==> src/rtl/mul12u_dot_acc.sv <==
// Dot-product accumulator fed by the 12x12 unsigned multiplier.
// Sums up to LEN products per vector and hands off sum and term count.
module mul12u_dot_acc #(
  parameter int PW = 24,
  parameter int LEN = 8,
  localparam int CW = $clog2(LEN) + 1,
  localparam int SW = PW + $clog2(LEN)
) (
  input  logic          clk,
  input  logic          rst,
  input  logic          clear,
  input  logic          in_valid,
  output logic          in_ready,
  input  logic [PW-1:0] in_prod,
  input  logic          in_last,
  output logic          out_valid,
  input  logic          out_ready,
  output logic [SW-1:0] out_sum,
  output logic [CW-1:0] out_count
);

  typedef enum logic {
    ACC  = 1'b0,
    HOLD = 1'b1
  } state_t;

  localparam logic [CW-1:0] LAST_IDX = CW'(LEN - 1);

  state_t        state;
  state_t        state_n;
  logic [SW-1:0] acc;
  logic [SW-1:0] acc_n;
  logic [CW-1:0] cnt;
  logic [CW-1:0] cnt_n;
  logic [SW-1:0] sum_n;
  logic [CW-1:0] count_n;

  logic          accept;
  logic          term_end;
  logic [SW-1:0] acc_sum;
  logic [CW-1:0] cnt_inc;

  assign in_ready  = (state == ACC);
  assign out_valid = (state == HOLD);

  assign accept   = in_valid & in_ready;
  assign term_end = in_last | (cnt == LAST_IDX);
  assign acc_sum  = acc + SW'(in_prod);
  assign cnt_inc  = cnt + CW'(1);

  always_ff @(posedge clk or posedge rst) begin
    if (rst) begin
      state     <= ACC;
      acc       <= '0;
      cnt       <= '0;
      out_sum   <= '0;
      out_count <= '0;
    end else begin
      state     <= state_n;
      acc       <= acc_n;
      cnt       <= cnt_n;
      out_sum   <= sum_n;
      out_count <= count_n;
    end
  end

  // clear wins over any handshake; the result regs keep their last value
  always_comb begin
    state_n = state;
    acc_n   = acc;
    cnt_n   = cnt;
    sum_n   = out_sum;
    count_n = out_count;
    if (clear) begin
      state_n = ACC;
      acc_n   = '0;
      cnt_n   = '0;
    end else begin
      unique case (state)
        ACC: begin
          if (accept) begin
            if (term_end) begin
              sum_n   = acc_sum;
              count_n = cnt_inc;
              acc_n   = '0;
              cnt_n   = '0;
              state_n = HOLD;
            end else begin
              acc_n = acc_sum;
              cnt_n = cnt_inc;
            end
          end
        end
        HOLD: begin
          if (out_ready) begin
            state_n = ACC;
          end
        end
        default: state_n = ACC;
      endcase
    end
  end

endmodule

==> config.mk <==
export PLATFORM = sky130hd
export DESIGN_NAME = mul12u_dot_acc
export DESIGN_NICKNAME = d
export VERILOG_FILES = /design/src/rtl/mul12u_dot_acc.sv
export SDC_FILE = /design/constraint.sdc
export NUM_CORES = 1
export LEC_CHECK = 0
export BUFFER_PORTS_ARGS = -buffer_cell sky130_fd_sc_hd__buf_4
export CAP_MARGIN = 15
export CORE_MARGIN = 1.5
export CORE_UTILIZATION = 45
export CTS_BUF_LIST = sky130_fd_sc_hd__clkbuf_2
export CTS_CLUSTER_DIAMETER = 200
export CTS_CLUSTER_SIZE = 40
export DETAILED_ROUTE_END_ITERATION = 6
export PLACE_DENSITY = 0.64
export SKIP_LAST_GASP = 1
export SLEW_MARGIN = 15
export SYNTH_ARGS = -nofsm -noshare
export SYNTH_HDL_FRONTEND = slang
export SYNTH_SLANG_ARGS = --single-unit
==> constraint.sdc <==
create_clock -name clk -period 4.2 [get_ports clk]
set_input_delay 1.26 -clock clk [delete_from_list [all_inputs] [get_ports clk]]
set_output_delay 1.26 -clock clk [all_outputs]
set_load 0.02 [all_outputs]
Word-level counts from Yosys, hierarchy flattened
Index checks and enable logic that the tools add are counted.
- bits in registers: 63
- input bits: 30
- $add $sub $neg: 2
- eq/ne operators: 2
- multiplexer cells: 13
- bitwise gates (word level): 4
- reduce and logical (&&, ||, !) cells: 3
- operators with widths (kind ; count):
    $mux W27 ; 4
    $add A27 B24 Y27 ; 1
    $mux W4 ; 4
    $add A4 B1 Y4 const B ; 1
    $eq A4 B3 Y1 const B ; 1
    $mux W1 ; 4
    $reduce_and A4 Y1 ; 1
    $ne A2 B2 Y1 const B ; 1
    $not A1 Y1 ; 2
    $pmux W1 S2 ; 1
    $reduce_and A2 Y1 ; 1
    $reduce_bool A2 Y1 ; 1
    $and A1 B1 Y1 ; 1
    $or A1 B1 Y1 ; 1

Logic depth before layout (Yosys ltp)
- depth in word-level cells: 6
- mapped depth: 9
- mapped depth without buffers: 9

Worst setup path before layout
No wires, ideal clock.
- path kind: input to register
- start point: input port in_prod[0]
- end point: register out_sum[16]
- library setup time: 0.125 ns
- data arrival time: 3.259 ns
- data required time: 4.075 ns
- slack: 0.816 ns
- cell stages on the path: 9
- path buffers: 0
- cells stage by stage: ha_1 -> fa_1 -> a211oi_1 -> o21a_1 -> o21ai_1 -> a31o_2 -> a21o_1 -> xor2_1 -> mux2_2
- longest elaborated chain between the ends: 1
- ends and longest elaborated chain (item ; RTL line ; RTL):
    start: declaration ; 14 ; input logic [PW-1:0] in_prod,
    $add A27 B24 Y27 ; 48 ; assign acc_sum = acc + SW'(in_prod);
    end signal: assignment ; 62 ; out_sum <= sum_n;
    end: declaration ; 18 ; output logic [SW-1:0] out_sum,
Every way passes these cells.
A chain may end at the register's enable or synchronous reset.

Final worst setup path
Ends and elaborated chain as after synthesis.

==> results.ini <==
[run]
drv_cap=0

[worst_setup_path]
critPathKind=input port to flip-flop
required_ns=4.60
crit_fanout=3
critPathLaunchType=input port
critical-path-slowest-cell=fa_1
cp-end-kind=flip-flop
crit_buf_inv=1
timing.rr.start=acc[0]
reg2regPathDepth=9
worstPathArrival_ns=3.65
rrSetupSlack_ns=1.38
critPathTopFamily=compound AO/OA/AOI/OAI gates
cp_cell_sequence=buf_4 > ha_1 > fa_1 > a211oi_1 > o21a_1 > o21ai_1 > a31o_2 > a21o_1 > xor2_1 > mux2_2
rr_endpoint=out_sum[16]
critPathMaxStageDelay_ns=0.42

[clock_network]
cts.path.max_buffers=2
cts.sinks=63
cts-buffers-inserted=9
cts_hold_buf=0
root_buffer=clkbuf_2
ctsResizeCount=0
htreeDepth=3
clk_latency_ns=0.51
post_cts_buffers=0
cts_tree=built
path_clk_slew_ns=0.18

[placement]
place_ws_ns=0.4473
dp_cells=551
post_dp_cell_area_um2=4348
place_congestion=0.8616
port_buffers=62
hpwl_um=6469

[global_routing]
grt_pass1_wl_um=14890
overflow=0
grt_antenna_before_repair=0
grt_pass1_vias=3170
grt.total_usage=0.2157
grt_max_degree=39

[finish]
n_antenna_cell=0
multi_input_area_um2=2110
final_area_um2=4476
final_cell_count_no_fill=567
fillers=767
post-route-util=0.5474
area_growth_pct=18.92
nets=513
drive_gt1_frac=0.2273
regArea_um2=1577

[worst_hold_path]
hold_start=out_sum[21]
holdPathEnd=out_sum[21]
hold_depth=2
hold_path_class=flip-flop to flip-flop

[drt]
drc=0
ant_nets=0
wl_um=8900
vias_per_cell=5.520
num_vias=3130
dr.first_iter.drc_count=78
post_drt_wl_per_cell_um=15.70
firstDrtPassIters=4

[synthesis]
seq_area_frac_synth=0.4189
yosysTopAreaCellShare=0.4189
syn_nets=453
yosys_warnings=0
synth_area_leaders=dfrtp_1, ha_1, nand2_1, a22o_1, a21oi_1
synth_area_leader_cell=dfrtp_1
syn_area_um2=3764
yosys_register_bits=63
syn-instance-count=397
synthDistinctLibCells=55
synthFlopType=dfrtp_1
synth-edff-count=0
postSynth.asyncResetShare=1.000
avgSynthCellArea_um2=9.480

[power]
total_power_mw=1.726
powerDensity_nw_per_um2=385.7
cellLeakagePower_nw=2.186
ir_drop_mv=0.1819

[sta]
setup_tns_ns=0
drv_slew=0
rsz0062_at_grt=no
hold_violations=0
fin_skew_ns=0.02598
fmax_mhz=308.2
relSlewSlack=0.3935
fin_crit_ns=3.245
worst_pin_slew_ns=0.9077
setup_viol=0
holdWs_ns=0.5016
finalCritPeriodShare=0.7726
layout_setup_ws_ns=0.9553

[floorplan]
die_w_um=94.45
die_height_um=94.45
io_pins=63
initial_core_util=0.4604
num_rows=33
core_area_um2=8175
die_area_um2=8921

[run_status]
run_status=finished clean

-- synthesized netlist by cell type (all sizes together) (2+ instances only) --
| master | n |
|---|---|
| nand2 | 72 |
| dfrtp | 63 |
| o21ai | 36 |
| a21oi | 31 |
| ha | 25 |
| a22o | 18 |
| nor2 | 17 |
| clkbuf | 15 |
| xnor2 | 15 |
| mux2 | 12 |
| nand3 | 9 |
| xor2 | 9 |
| a21o | 6 |
| a211oi | 5 |
| and3 | 5 |
| inv | 5 |
| nor3 | 5 |
| o211ai | 5 |
| o21a | 4 |
| mux2i | 3 |
| nor2b | 3 |
| a211o | 2 |
| a31o | 2 |
| a31oi | 2 |
| buf | 2 |
| nor3b | 2 |
| o22ai | 2 |
| o31ai | 2 |
| or2 | 2 |
| or3 | 2 |
-- area by class of cell --
type	instances	share of cell area
clock inverter	5	0.01621
multi-input combinational	311	0.4713
timing repair buffer	66	0.1135
clock buffer	11	0.01230
inverter	6	0.005032
sequential	63	0.3523
tap	105	0.02935
-- how the worst max path moves through the flow --
stage,startpoint,to,slack (ns),depth (start not counted)
5_1_grt,in_prod[0],out_sum[16],0.91,10
4_1_cts,in_prod[0],out_sum[16],0.99,10
6_report,in_prod[0],out_sum[16],0.96,10
3_3_place_gp,in_prod[0],out_sum[16],0.51,10
3_5_place_dp,in_prod[0],out_sum[16],0.45,10
2_1_floorplan,in_prod[0],out_sum[16],0.82,9
-- tightest hold or removal path, delay by kind of cell (launching register included) --
family	cells	cell delay (ns)
AO/OA/AOI/OAI	1	0.06
flip-flops	1	0.38
AND/OR/NAND/NOR	1	0.05
-- layer usage --
metal,up-vias,share of wire,global-route usage
li1,1557,-,-
met1,1484,0.47,0.2799
met2,76,0.47,0.3537
met3,13,0.044,0.04911
met4,0,0.014,0.07338
met5,-,0,0
-- where the power goes --
part | leakage (nW) | internal [mW] | switching (mW)
logic | 1.28 | 0.240 | 0.317
registers | 0.825 | 0.693 | 0.0478
clock network | 0.0810 | 0.198 | 0.231
total | 2.19 | 1.13 | 0.596
-- state kept, by name, indices dropped and copies added, names as in the netlist --
| name | cells |
|---|---|
| out_valid | 1 |
| out_count | 4 |
| out_sum | 27 |
| acc | 27 |
| cnt | 4 |
-- layout by cell type, fill, tap and decap left out, types with 11 or more instances in the layout --
master	Yosys	final
nand2_1	71	71
buf_4	0	65
dfrtp_1	63	63
a21oi_1	28	27
ha_1	25	25
o21ai_0	22	22
a22o_1	18	18
nor2_1	17	17
xnor2_1	15	15
o21ai_1	14	14
mux2_2	12	12
clkbuf_2	1	11
-- logic make-up after synthesis --
| family | after synthesis | synth area share |
|---|---|---|
| buf+inv | 23 | 0.02360 |
| mux | 15 | 0.04388 |
| simple gates | 122 | 0.1453 |
| fa+ha+maj | 26 | 0.08843 |
| compound gates | 124 | 0.2241 |
| xor+xnor | 24 | 0.05585 |
| flops | 63 | 0.4189 |
Note: power is estimated with default switching activity, not from simulation.
